File: src/rtl/io_port_responder.sv
// Peripheral side of the DSP IN/OUT port bus: port decode, scratch registers,
// and two valid/ready FIFOs bridging DSP port accesses to an external host.
module io_port_responder #(
    parameter int WIDTH = 16,
    parameter int DEPTH = 4
) (
    input  logic             clk,
    input  logic             reset_n,
    input  logic [2:0]       io_addr,
    input  logic             io_wr,
    input  logic [WIDTH-1:0] io_wdata,
    input  logic             io_rd,
    output logic [WIDTH-1:0] io_rdata,
    output logic             io_bio_n,
    output logic             int_n,
    output logic             tx_valid,
    output logic [WIDTH-1:0] tx_data,
    input  logic             tx_ready,
    input  logic             rx_valid,
    input  logic [WIDTH-1:0] rx_data,
    output logic             rx_ready
);

    localparam int PW = $clog2(DEPTH);
    localparam int CW = $clog2(DEPTH + 1);
    localparam logic [PW-1:0] PTR_ZERO = PW'(0);
    localparam logic [PW-1:0] PTR_ONE  = PW'(1);
    localparam logic [CW-1:0] CNT_ZERO = CW'(0);
    localparam logic [CW-1:0] CNT_ONE  = CW'(1);
    localparam logic [CW-1:0] CNT_FULL = CW'(DEPTH);

    logic [WIDTH-1:0] tx_mem_q [DEPTH];
    logic [WIDTH-1:0] tx_mem_d [DEPTH];
    logic [WIDTH-1:0] rx_mem_q [DEPTH];
    logic [WIDTH-1:0] rx_mem_d [DEPTH];
    logic [WIDTH-1:0] scratch_q [5];
    logic [WIDTH-1:0] scratch_d [5];
    logic [PW-1:0]    tx_wptr_q, tx_wptr_d, tx_rptr_q, tx_rptr_d;
    logic [PW-1:0]    rx_wptr_q, rx_wptr_d, rx_rptr_q, rx_rptr_d;
    logic [CW-1:0]    tx_count_q, tx_count_d, rx_count_q, rx_count_d;
    logic             tx_ovf_q, tx_ovf_d, rx_unf_q, rx_unf_d;
    logic             irq_en_q, irq_en_d;
    logic [WIDTH-1:0] io_rdata_q, io_rdata_d;

    logic             wr_s, ctrl_wr_s, flush_s, clr_s;
    logic             tx_push_req_s, tx_push_s, tx_pop_s;
    logic             rx_pop_req_s, rx_pop_s, rx_push_s;
    logic [15:0]      status_s;

    function automatic logic [CW-1:0] next_count(input logic [CW-1:0] cnt,
                                                 input logic push,
                                                 input logic pop);
        case ({push, pop})
            2'b10:   return cnt + CNT_ONE;
            2'b01:   return cnt - CNT_ONE;
            default: return cnt;
        endcase
    endfunction

    // A read strobe wins over a simultaneous write, so writes are qualified by !io_rd.
    assign wr_s          = io_wr & ~io_rd;
    assign ctrl_wr_s     = wr_s & (io_addr == 3'd2);
    assign flush_s       = ctrl_wr_s & io_wdata[0];
    assign clr_s         = ctrl_wr_s & io_wdata[2];

    // A full TX FIFO still accepts a push when the host drains the head on the same edge.
    assign tx_pop_s      = (tx_count_q != CNT_ZERO) & tx_ready & ~flush_s;
    assign tx_push_req_s = wr_s & (io_addr == 3'd0);
    assign tx_push_s     = tx_push_req_s & ((tx_count_q != CNT_FULL) | tx_pop_s);
    assign rx_push_s     = rx_valid & (rx_count_q != CNT_FULL) & ~flush_s;
    assign rx_pop_req_s  = io_rd & (io_addr == 3'd0);
    assign rx_pop_s      = rx_pop_req_s & (rx_count_q != CNT_ZERO);

    assign status_s = {4'(tx_count_q), 4'(rx_count_q), 3'b000, irq_en_q, tx_ovf_q,
                       rx_unf_q, (tx_count_q == CNT_FULL), (rx_count_q != CNT_ZERO)};

    // Next-state for FIFOs, flags, control and scratch registers.
    always_comb begin
        for (int i = 0; i < DEPTH; i++) begin
            tx_mem_d[i] = (tx_push_s && (tx_wptr_q == PW'(i))) ? io_wdata : tx_mem_q[i];
            rx_mem_d[i] = (rx_push_s && (rx_wptr_q == PW'(i))) ? rx_data : rx_mem_q[i];
        end
        for (int i = 0; i < 5; i++) begin
            scratch_d[i] = (wr_s && (io_addr == 3'(i + 3))) ? io_wdata : scratch_q[i];
        end
        tx_wptr_d  = flush_s ? PTR_ZERO : (tx_push_s ? tx_wptr_q + PTR_ONE : tx_wptr_q);
        tx_rptr_d  = flush_s ? PTR_ZERO : (tx_pop_s ? tx_rptr_q + PTR_ONE : tx_rptr_q);
        rx_wptr_d  = flush_s ? PTR_ZERO : (rx_push_s ? rx_wptr_q + PTR_ONE : rx_wptr_q);
        rx_rptr_d  = flush_s ? PTR_ZERO : (rx_pop_s ? rx_rptr_q + PTR_ONE : rx_rptr_q);
        tx_count_d = flush_s ? CNT_ZERO : next_count(tx_count_q, tx_push_s, tx_pop_s);
        rx_count_d = flush_s ? CNT_ZERO : next_count(rx_count_q, rx_push_s, rx_pop_s);
        tx_ovf_d   = clr_s ? 1'b0 : (tx_ovf_q | (tx_push_req_s & ~tx_push_s));
        rx_unf_d   = clr_s ? 1'b0 : (rx_unf_q | (rx_pop_req_s & ~rx_pop_s));
        irq_en_d   = ctrl_wr_s ? io_wdata[1] : irq_en_q;
    end

    // Read data mux; io_rdata holds its value between IN strobes.
    always_comb begin
        io_rdata_d = io_rdata_q;
        if (io_rd) begin
            case (io_addr)
                3'd0:    io_rdata_d = rx_pop_s ? rx_mem_q[rx_rptr_q] : {WIDTH{1'b0}};
                3'd1:    io_rdata_d = WIDTH'(status_s);
                3'd2:    io_rdata_d = WIDTH'({irq_en_q, 1'b0});
                default: io_rdata_d = scratch_q[io_addr - 3'd3];
            endcase
        end else begin
            io_rdata_d = io_rdata_q;
        end
    end

    // State registers with synchronous active-low reset.
    always_ff @(posedge clk) begin
        if (!reset_n) begin
            for (int i = 0; i < DEPTH; i++) begin
                tx_mem_q[i] <= {WIDTH{1'b0}};
                rx_mem_q[i] <= {WIDTH{1'b0}};
            end
            for (int i = 0; i < 5; i++) begin
                scratch_q[i] <= {WIDTH{1'b0}};
            end
            tx_wptr_q  <= PTR_ZERO;
            tx_rptr_q  <= PTR_ZERO;
            rx_wptr_q  <= PTR_ZERO;
            rx_rptr_q  <= PTR_ZERO;
            tx_count_q <= CNT_ZERO;
            rx_count_q <= CNT_ZERO;
            tx_ovf_q   <= 1'b0;
            rx_unf_q   <= 1'b0;
            irq_en_q   <= 1'b0;
            io_rdata_q <= {WIDTH{1'b0}};
        end else begin
            tx_mem_q   <= tx_mem_d;
            rx_mem_q   <= rx_mem_d;
            scratch_q  <= scratch_d;
            tx_wptr_q  <= tx_wptr_d;
            tx_rptr_q  <= tx_rptr_d;
            rx_wptr_q  <= rx_wptr_d;
            rx_rptr_q  <= rx_rptr_d;
            tx_count_q <= tx_count_d;
            rx_count_q <= rx_count_d;
            tx_ovf_q   <= tx_ovf_d;
            rx_unf_q   <= rx_unf_d;
            irq_en_q   <= irq_en_d;
            io_rdata_q <= io_rdata_d;
        end
    end

    assign io_rdata = io_rdata_q;
    assign tx_valid = (tx_count_q != CNT_ZERO);
    assign tx_data  = tx_mem_q[tx_rptr_q];
    assign rx_ready = (rx_count_q != CNT_FULL);
    assign io_bio_n = ~(rx_count_q != CNT_ZERO);
    assign int_n    = ~(irq_en_q & (rx_count_q != CNT_ZERO));

endmodule

File: config.mk
export PLATFORM = sky130hd
export DESIGN_NAME = io_port_responder
export DESIGN_NICKNAME = d
export VERILOG_FILES = /design/src/rtl/io_port_responder.sv
export SDC_FILE = /design/constraint.sdc
export NUM_CORES = 1
export LEC_CHECK = 0
export BUFFER_PORTS_ARGS = -buffer_cell sky130_fd_sc_hd__buf_2
export CAP_MARGIN = 25
export CORE_MARGIN = 2
export CORE_UTILIZATION = 50
export DETAILED_ROUTE_END_ITERATION = 10
export PLACE_DENSITY_LB_ADDON = 0.1
export SETUP_SLACK_MARGIN = 0.5
export SLEW_MARGIN = 20
export SYNTH_ARGS = -nofsm -noshare
export SYNTH_HDL_FRONTEND = slang
export SYNTH_SLANG_ARGS = --single-unit
File: constraint.sdc
create_clock -name clk -period 3.4 [get_ports clk]
set_input_delay 0.17 -clock clk [delete_from_list [all_inputs] [get_ports clk]]
set_output_delay 0.17 -clock clk [all_outputs]
set_load 0.02 [all_outputs]
==> results by group, run 1 <==
Detailed routing
  • Wire per inst: 20.7 microns
  • Drt total wl: 32000 microns
  • DR vias/cell: 6.03
  • Antenna violation net count after detailed routing: 0
  • Vias: 9331
  • Number of DRC markers in iteration 0: 760
  • DRC: 0
  • Pre-Repair DR Iteration Count: 5

Worst setup path
  • CP Data Arrival Time: 2850 ps
  • Worst EP required: 3820 ps
  • Crit end category: flop
  • Reg2Reg Depth: 10
  • Slowest cell on the critical path: or3b_1
  • Reg2Reg Setup Slack: 970 ps
  • CP max stage delay: 570 ps
  • Critical path class: flop to flop
  • Kind of start point of the critical path: flop
  • CP Max Fanout: 7
  • Critical-path cell list: or3b_1, o211a_1, inv_1, ha_1, inv_1, fa_1, xor2_1, nor2_1, xnor2_1, nor2_1
  • Worst reg2reg startpoint: rx_count_q[2]
  • Crit Reg-Reg Endpoint: rx_count_q[2]

Final layout
  • Layout overhead on the synthesized area: 11.5%
  • Layout cells sized above 1: 16.7%
  • Fin nets: 1302
  • Final instance area: 0.0129 sq mm
  • Multi-input gate area: 0.00588 sq mm
  • Sequential cell area: 0.00482 sq mm
  • Fillcell total: 2015

Clocking
  • Root Driver: clkbuf_16
  • # Post-CTS Setup Buffers: 0
  • CTS max path bufs: 3
  • Clk Latency, worst-skew pair: 540 ps
  • H-Tree Level Count: 1
  • Clock-pin slew on the worst setup and hold paths: 60 ps
  • CTS tree: yes
  • Total CTS buffers: 28
  • Clock sink count: 241
  • CTS resizes: 0

Global routing
  • Vias in the first global route: 8861
  • Global-route wire length before repair: 50600 microns
  • GRT Total Usage: 26.4%
  • Total gr overflow: 0
  • Initial antenna violation count: 2
  • Largest net degree at the start of global routing: 131

STA
  • # setup viols final: 0
  • Fmax: 411 MHz
  • Worst slew pin tran: 962 ps
  • RSZ-0062 raised after global routing: no
  • Final Hold Fails: 0
  • Clock Skew: 8.52 ps
  • Slew Limit Fails: 0
  • Fin crit period: 2430 ps
  • Period utilisation layout: 71.5%
  • Relative slew margins: 35.7%
  • TNS Setup: 0 ps

Min path
  • Min-Delay Path Class: primary input to flop
  • Hold EP: scratch_q[71]
  • Hold Startpoint: io_wdata[7]
  • Worst hold stages: 3

Power and ir drop
  • PwrDens: 533 mW/mm^2
  • Leakage power: 4.82 nW
  • Peak VDD IR: 0.000373 V

Synthesis
  • Main synth FF type: dfxtp_1
  • Ranking of synthesized cells by area: dfxtp_1 (42%), mux2i_1 (7.0%), mux4_2 (6.8%), a21oi_1 (6.6%), nand2_1 (5.9%)
  • Post-Syn Area: 0.0116 sq mm
  • Yosys top cell by area: dfxtp_1
  • Most common cell in the netlist: dfxtp_1
  • Most frequent cells after synthesis: dfxtp_1 (241), nand2_1 (182), a21oi_1 (152)
  • Number of synthesized flops with an enable pin: 0
  • Asr flop ratio synth: 0%
  • Mapped Avg Cell Area: 9.46 sq um
  • Post-synth top area share: 41.8%
  • FF+latch count, synth: 241
  • Unique masters post-synth: 58
  • Syn Nets: 1280
  • Gate Count Post-Synth: 1222
  • Register area share after synthesis: 41.8%
  • Yosys warns: 0

Floorplan
  • Standard-cell rows: 55
  • Die ar.: 0.0243 sq mm
  • Top-Level Pins: 77
  • Core area: 0.0226 sq mm
  • Chip Height: 156 microns
  • Die width: 156 microns
  • Effective utilization at floorplan: 51.0%

Status
  • Run status: finished clean

Placed design
  • Port-buffer cells: 76
  • Post-DP Area: 0.0117 sq mm
  • HPWL Detailed: 20200 microns
  • Placer Congestion: 0.858

Flow run
  • Max_cap viols: 0
[report_power, final]
group | internal, W | leakage [nW] | switching [W]
clock network | 0.00169 | 0.423 | 0.00118
registers | 0.00291 | 1.95 | 0.0000869
logic | 0.000340 | 2.45 | 0.000671
[worst max path at each step]
stage	start	to	slack, ps	cells after the start
6_report	rx_count_q[2]	rx_count_q[2]	970	10
3_3_place_gp	io_addr[0]	io_rdata[7]	850	9
5_1_grt	rx_count_q[2]	rx_count_q[2]	840	10
4_1_cts	rx_count_q[2]	rx_count_q[2]	960	10
2_1_floorplan	io_addr[0]	tx_count_q[2]	900	11
3_5_place_dp	io_addr[0]	io_rdata[7]	870	9
[registers in the layout (all words and copies together) (netlist names)]
register,flops
tx_wptr_q,2
rx_unf_q,1
tx_rptr_q,2
rx_mem_q,64
rx_rptr_q,2
rx_wptr_q,2
tx_mem_q,64
irq_en_q,1
scratch_q,80
io_rdata,16
tx_ovf_q,1
tx_count_q,3
rx_count_q,3
[layer usage]
metal / up-vias / global-route usage, % / part of all wire (%)
li1: 4461 / - / -
met1: 4533 / 37.7 / 46
met2: 303 / 41.6 / 45
met3: 34 / 5.03 / 7.1
met4: 0 / 6.07 / 1.6
met5: - / 0 / 0
[cell type report]
type	instances	area share [%]
Multi-Input combinational cell	826	45.7
Sequential cell	241	37.4
Timing Repair Buffer	127	6.72
Clock buffer	42	6.55
Tap cell	285	2.77
Inverter	20	0.621
Clock inverter	3	0.165
Antenna cell	3	0.0583
[per-stage QoR]
| stage | std cells | util (%) | hold slack, ps | power (W) | setup slack, ps |
|---|---|---|---|---|---|
| final | 1547 | 56.9 | 22.3 | 0.00687 | 969 |
| after global routing | 1544 | 56.9 | 23.3 | 0.00711 | 836 |
| after CTS | 1543 | 56.8 | 8.74 | 0.00693 | 959 |
| after detailed placement | 1470 | 51.7 | 444 | 0.00403 | 873 |
| after global placement | 1470 | 51.7 | 439 | 0.00403 | 850 |
| after floorplan | 1222 | - | 314 | 0.00380 | 904 |
[logic make-up (layout without fill, tap and decap cells)]
group           Yosys count  count (layout)  share of synthesized area (%)
other cells               0               3                              0
mux                     129             129                           15.1
xor+xnor                  7               7                          0.531
compound gates          302             302                           19.3
fa+ha+maj                17              17                           1.97
simple gates            371             371                           14.0
buf+inv                 155             192                           7.32
flops                   241             241                           41.8
[critical path: cells and delay by family, from the launching register on]
| family | cells | cell delay [ps] |
|---|---|---|
| flops | 1 | 400 |
| xor+xnor | 2 | 280 |
| compound gates | 1 | 240 |
| fa+ha+maj | 2 | 540 |
| buf+inv | 2 | 120 |
| simple gates | 3 | 740 |
[what timing repair did]
item	CTS	global route
hold endpoints to repair	113	0
hold buffers	28	0
endpoints found under the setup margin	0	0
[layout by cell type (no fill, tap or decap), types with 29 or more instances in the layout]
master / Yosys / final
a21oi_1: 152 / 152
buf_2: 56 / 76
clkbuf_16: 0 / 29
dfxtp_1: 241 / 241
mux2i_1: 81 / 81
mux4_2: 35 / 35
nand2_1: 182 / 182
nand3_1: 82 / 82
nor2_1: 78 / 78
o2111ai_1: 62 / 62
Power figures use the tool's default switching activity.
==> inputs of run 2 (changes only) <==
- clock period: 3.4 -> 2 ns (I/O delays scaled with it)
==> results by group, run 2 (synthesized netlist as in run 1, its figures left out) <==
Detailed routing
  • Number of DRC markers in iteration 0: 983 (+29%)
  • DRC: 0 (unchanged)
  • Drt total wl: 39000 microns (+22%)
  • Wire per inst: 23.4 microns (+13%)
  • Vias: 10400 (+11%)
  • DR vias/cell: 6.23 (+3.3%)
  • Antenna violation net count after detailed routing: 0 (unchanged)
  • Pre-Repair DR Iteration Count: 5 (unchanged)

Power and ir drop
  • PwrDens: 889 mW/mm^2 (+67%)
  • Peak VDD IR: 0.000873 V (+130%)
  • Leakage power: 5.91 nW (+23%)

Global routing
  • Total gr overflow: 0 (unchanged)
  • GRT Total Usage: 30.5% (+4.1 points)
  • Largest net degree at the start of global routing: 87 (-34%)
  • Vias in the first global route: 10000 (+13%)
  • Global-route wire length before repair: 57800 microns (+14%)
  • Initial antenna violation count: 3 (+1)

Final layout
  • Max reg flops: 80 (unchanged)
  • Largest registers: scratch_q: 80 flops, rx_mem_q: 64 flops, tx_mem_q: 64 flops
  • Fin nets: 1425 (+9.4%)
  • Most frequent cells in the layout: dfxtp_1 (233), nand2_1 (179), a21oi_1 (128)
  • Layout cells sized above 1: 34.4% (+18 points)
  • Final Util: 70.9% (+14 points)
  • Most common cell after layout, fill and taps aside: dfxtp_1
  • Layout overhead on the synthesized area: 38.9%
  • Finished Layout Cells: 1668 (+7.8%)
  • Top reg by flops: scratch_q
  • Fillcell total: 1607 (-20%)

Worst setup path
  • Worst EP required: 2410 ps (-1410 ps)
  • CP max stage delay: 380 ps (-190 ps)
  • Critical path class: flop to flop
  • CP Max Fanout: 2 (-5)
  • Kind of start point of the critical path: flop
  • CP Data Arrival Time: 2400 ps (-450 ps)
  • Crit end category: flop
  • Worst path bufs/invs: 2 (unchanged)
  • Slowest cell on the critical path: or3b_4
  • Critical-path cell list: or3b_4, o211a_1, inv_2, ha_4, inv_2, fa_2, xor2_1, nor2_1, xnor2_1, nor2_1
  • Crit-path leading delay family: simple AND/OR/NAND/NOR gates

STA
  • Final Hold Fails: 0 (unchanged)
  • Period utilisation layout: 99.3% (+28 points)
  • Clock Skew: 7.76 ps (-0.752 ps)
  • Fmax: 504 MHz (+22%)
  • # setup viols final: 0 (unchanged)
  • Worst slew pin tran: 737 ps (-225 ps)
  • Fin crit period: 1990 ps (-445 ps)
  • RSZ-0062 raised after global routing: yes
  • Relative slew margins: 50.9% (+15 points)
  • Slew Limit Fails: 0 (unchanged)

Floorplan
  • Effective utilization at floorplan: 51.0% (unchanged)
  • Core area: 0.0226 sq mm (unchanged)
  • Die width: 156 microns (unchanged)
  • Chip Height: 156 microns (unchanged)
  • Top-Level Pins: 77 (unchanged)
  • Die ar.: 0.0243 sq mm (unchanged)
  • Standard-cell rows: 55 (unchanged)

Clocking
  • H-Tree Level Count: 1 (unchanged)
  • Root Driver: clkbuf_16
  • Clock sink count: 241 (unchanged)
  • CTS max path bufs: 3 (unchanged)
  • Clock-pin slew on the worst setup and hold paths: 60 ps (about the same)
  • Total CTS buffers: 27 (-3.6%)
  • CTS tree: yes
  • Clk Latency, worst-skew pair: 540 ps (about the same)

Min path
  • Min-Delay Path Class: primary input to flop

Placed design
  • Port-buffer cells: 76 (unchanged)
  • HPWL Detailed: 20600 microns (+2.2%)
  • Placer Congestion: 0.820 (-4.4%)
  • Inst Count DP: 1516 (+3.1%)

Status
  • Run status: finished clean

Flow run
  • Max_cap viols: 0 (unchanged)
run 2: cell count changes in the layout (fill, tap and decap cells not counted), sizes merged:
cell and change:
buf +110, bufbuf +1, bufinv +2, clkbuf +5, clkinv +1, clkinvlp -1
diode -2, dlygate4sd3 +3, inv -1, or3b +3
run 2: path summary, 6_finish.rpt:
kind	startpoint	end	slack [ps]	cells past startpoint
max	rx_count_q[2]	rx_count_q[2]	10	10
min	reset_n	rx_mem_q[51]	10	3
max reg2reg	rx_count_q[2]	rx_count_q[2]	10	10
min reg2reg	scratch_q[72]	scratch_q[72]	450	2
run 2: power breakdown:
part           switching [W]  internal [W]  total, W  leakage (nW)
sequential          0.000125       0.00495   0.00507          1.95
combinational        0.00224       0.00207   0.00431          3.54
clock                0.00199       0.00290   0.00489         0.414
total                0.00435       0.00992    0.0143          5.91
run 2: layout make-up:
| cell class | instances | area (sq um) | share of cell area [%] |
|---|---|---|---|
| clock inverters | 4 | 73.8 | 0.460 |
| flip-flops and latches | 241 | 4840 | 30.2 |
| diodes | 1 | 2.50 | 0.0156 |
| inverters | 20 | 103 | 0.639 |
| repair buffers | 248 | 2770 | 17.3 |
| multi-input cells | 829 | 7130 | 44.4 |
| well taps | 285 | 357 | 2.22 |
| clock buffers | 40 | 774 | 4.83 |
run 2: repair_timing:
item                                    4_1_cts  5_1_grt
endpoints found under the setup margin      173      176
hold buffers                                 31        0
setup buffers                                38       11
endpoints found under the hold margin       191        0
pin swaps                                    95       57
gates resized for setup                     159      104
gates cloned                                 24        3
run 2: worst reg2reg max path, cell delays in order (launching register included):
cell and delay, ps:
dfxtp_2 330, or3b_4 380, o211a_1 160, inv_2 70, ha_4 120, inv_2 30, fa_2 330, xor2_1 140
nor2_1 130, xnor2_1 130, nor2_1 50
run 2: metrics by stage:
step | TNS (ps) | worst slack [ps] | total power [W] | cell area (sq um) | hold WS [ps]
global route | -68.1 | -62.2 | 0.0147 | 16000 | 46.7
global placement | -91.8 | -91.8 | 0.00714 | 12500 | 379
finish | 0 | 14.8 | 0.0143 | 16000 | 12.7
CTS | 0 | 32.1 | 0.0137 | 15300 | 14.0
detailed placement | -134 | -119 | 0.00715 | 12500 | 387
floorplan | -228 | -117 | 0.00667 | 12000 | 244
run 2: per-layer routing:
layer	vias to the layer above	routed length (microns)	track usage [%]
li1	4724	-	-
met2	446	18400	49.5
met4	4	1580	11.4
met3	126	2700	6.22
met1	5088	16300	40.4
met5	-	31	0
==> inputs of run 3 (changes only) <==
==> constraint.sdc (replaced) <==
create_clock -name clk -period 2 [get_ports clk]
set_input_delay 0.4 -clock clk [delete_from_list [all_inputs] [get_ports clk]]
set_output_delay 0.4 -clock clk [all_outputs]
set_load 0.02 [all_outputs]
==> results by group, run 3 (synthesized netlist as in run 1, its figures left out) <==
Status
  • Run status: complete, but fails checks
  • Failing checks: setup timing

Final layout
  • Max reg flops: 80 (unchanged)
  • Most frequent cells in the layout: dfxtp_1 (227), nand2_1 (179), a21oi_1 (122)
  • Layout cells sized above 1: 40.0% (+5.6 points)
  • Layout overhead on the synthesized area: 41.4%
  • Most common cell after layout, fill and taps aside: dfxtp_1
  • Top reg by flops: scratch_q
  • Largest registers: scratch_q: 80 flops, rx_mem_q: 64 flops, tx_mem_q: 64 flops
  • Final instance area: 0.0163 sq mm (+1.8%)
  • Fillcell total: 1537 (-4.4%)
  • Fin nets: 1421 (-0.28%)

STA
  • Clock Skew: 11.0 ps (+3.26 ps)
  • Relative slew margins: 54.8% (+3.9 points)
  • Setup slack after layout: -207 ps (-221 ps)
  • # setup viols final: 20 (+20)
  • Fin crit period: 2210 ps (+221 ps)
  • Final Hold Fails: 0 (unchanged)
  • Fmax: 453 MHz (-10%)
  • Slew Limit Fails: 0 (unchanged)
  • TNS Setup: -3000 ps (-3000 ps)
  • RSZ-0062 raised after global routing: yes
  • Worst slew pin tran: 676 ps (-60.4 ps)
  • Period utilisation layout: 110% (+11 points)

Detailed routing
  • DRC: 0 (unchanged)
  • DR vias/cell: 6.15 (-1.3%)
  • Number of DRC markers in iteration 0: 668 (-32%)
  • Wire per inst: 23.0 microns (-1.7%)
  • Drt total wl: 38400 microns (-1.6%)
  • Vias: 10300 (-1.2%)
  • Pre-Repair DR Iteration Count: 5 (unchanged)
  • Antenna violation net count after detailed routing: 0 (unchanged)

Floorplan
  • Standard-cell rows: 55 (unchanged)
  • Chip Height: 156 microns (unchanged)
  • Die width: 156 microns (unchanged)
  • Top-Level Pins: 77 (unchanged)
  • Core area: 0.0226 sq mm (unchanged)
  • Die ar.: 0.0243 sq mm (unchanged)
  • Effective utilization at floorplan: 51.0% (unchanged)

Placed design
  • Port-buffer cells: 76 (unchanged)
  • Dpl ws: -335 ps (-217 ps)
  • Post-DP Area: 0.0129 sq mm (+3.7%)
  • HPWL Detailed: 21700 microns (+5.2%)
  • Placer Congestion: 0.882 (+7.6%)

Worst setup path
  • Worst EP required: 1600 ps (-810 ps)
  • CP Data Arrival Time: 1810 ps (-590 ps)
  • Critical path class: flop to primary output
  • CP Max Fanout: 6 (+4)
  • Kind of start point of the critical path: flop
  • Crit end category: primary output

Global routing
  • GRT Total Usage: 30.0% (-0.56 points)
  • Vias in the first global route: 10300 (+3.0%)
  • Global-route wire length before repair: 57000 microns (-1.4%)
  • Largest net degree at the start of global routing: 75 (-14%)
  • Total gr overflow: 0 (unchanged)
  • Initial antenna violation count: 2 (-1)

Power and ir drop
  • Total chip power: 0.0141 W (-1.4%)
  • Leakage power: 5.95 nW (+0.75%)
  • PwrDens: 861 mW/mm^2 (-3.1%)
  • Peak VDD IR: 0.000660 V (-24%)

Clocking
  • Clock sink count: 241 (unchanged)
  • Root Driver: clkbuf_16
  • H-Tree Level Count: 1 (unchanged)
  • Cts hold-fix bufs: 0 (-100%)
  • CTS tree: yes
  • Total CTS buffers: 26 (-3.7%)
  • CTS max path bufs: 3 (unchanged)
  • Clk Latency, worst-skew pair: 540 ps (about the same)
  • Clock-pin slew on the worst setup and hold paths: 60 ps (about the same)

Min path
  • Min-Delay Path Class: primary input to flop

Flow run
  • Max_cap viols: 0 (unchanged)
## run 3: cell count changes in the layout (fill, tap and decap cells not counted), moves of 4 or more
| cell | change |
|---|---|
| dlygate4sd3_1 | -31 |
| buf_4 | +21 |
| nand3_1 | -21 |
| nand3_2 | +19 |
| buf_12 | +10 |
| buf_2 | -9 |
| a21oi_1 | -6 |
| a21oi_2 | +6 |
| dfxtp_1 | -6 |
| mux2i_1 | -5 |
| buf_6 | +4 |
## run 3: where the power goes
group	internal, W	leakage, nW	total, W	switching (W)
Clock	0.00275	0.404	0.00472	0.00197
Sequential	0.00495	1.96	0.00509	0.000137
Combinational	0.00210	3.59	0.00426	0.00216
## run 3: worst paths after layout
kind | from | endpoint | slack [ps] | cells past startpoint
hold / removal | rx_data[3] | rx_mem_q[19] | 160 | 3
setup / recovery | tx_rptr_q[0] | tx_data[11] | -210 | 3
setup reg to reg | rx_count_q[0] | rx_count_q[2] | -20 | 10
hold reg to reg | scratch_q[44] | scratch_q[44] | 450 | 2
## run 3: cell type report
cell class | instances | area, sq um | share of cell area, %
timing repair buffer | 247 | 2860 | 17.5
tap | 285 | 357 | 2.18
clock inverter | 5 | 50.0 | 0.306
inverter | 20 | 105 | 0.643
multi-input combinational | 827 | 7340 | 44.9
sequential | 241 | 4850 | 29.7
clock buffer | 42 | 772 | 4.72
antenna | 2 | 5.00 | 0.0306
## run 3: worst max-delay path, cell delays in order (launching register included)
cell	delay [ps]
dfxtp_4	420
buf_12	160
mux4_2	540
buf_6	160
## run 3: repair_timing
item                       4_1_cts  5_1_grt
pin swaps                      108      130
gates resized for setup        192      131
setup endpoints to repair      183      209
cloned                          19        5
setup buffers                   35       15
## run 3: stage by stage
stage               cells  hold slack [ps]  utilization (%)
finish               1669              156             72.2
detailed placement   1546              446             57.1
global route         1669              154             72.2
floorplan            1222              433                -
global placement     1546              441             57.1
CTS                  1647              133             67.9
## run 3: routing by layer
| metal | vias to the layer above | GRT usage (%) | part of all wire (%) |
|---|---|---|---|
| li1 | 4740 | - | - |
| met1 | 5013 | 37.7 | 41 |
| met2 | 386 | 51.3 | 49 |
| met3 | 122 | 4.69 | 5.5 |
| met4 | 0 | 12.4 | 4.6 |
| met5 | - | 0 | 0 |
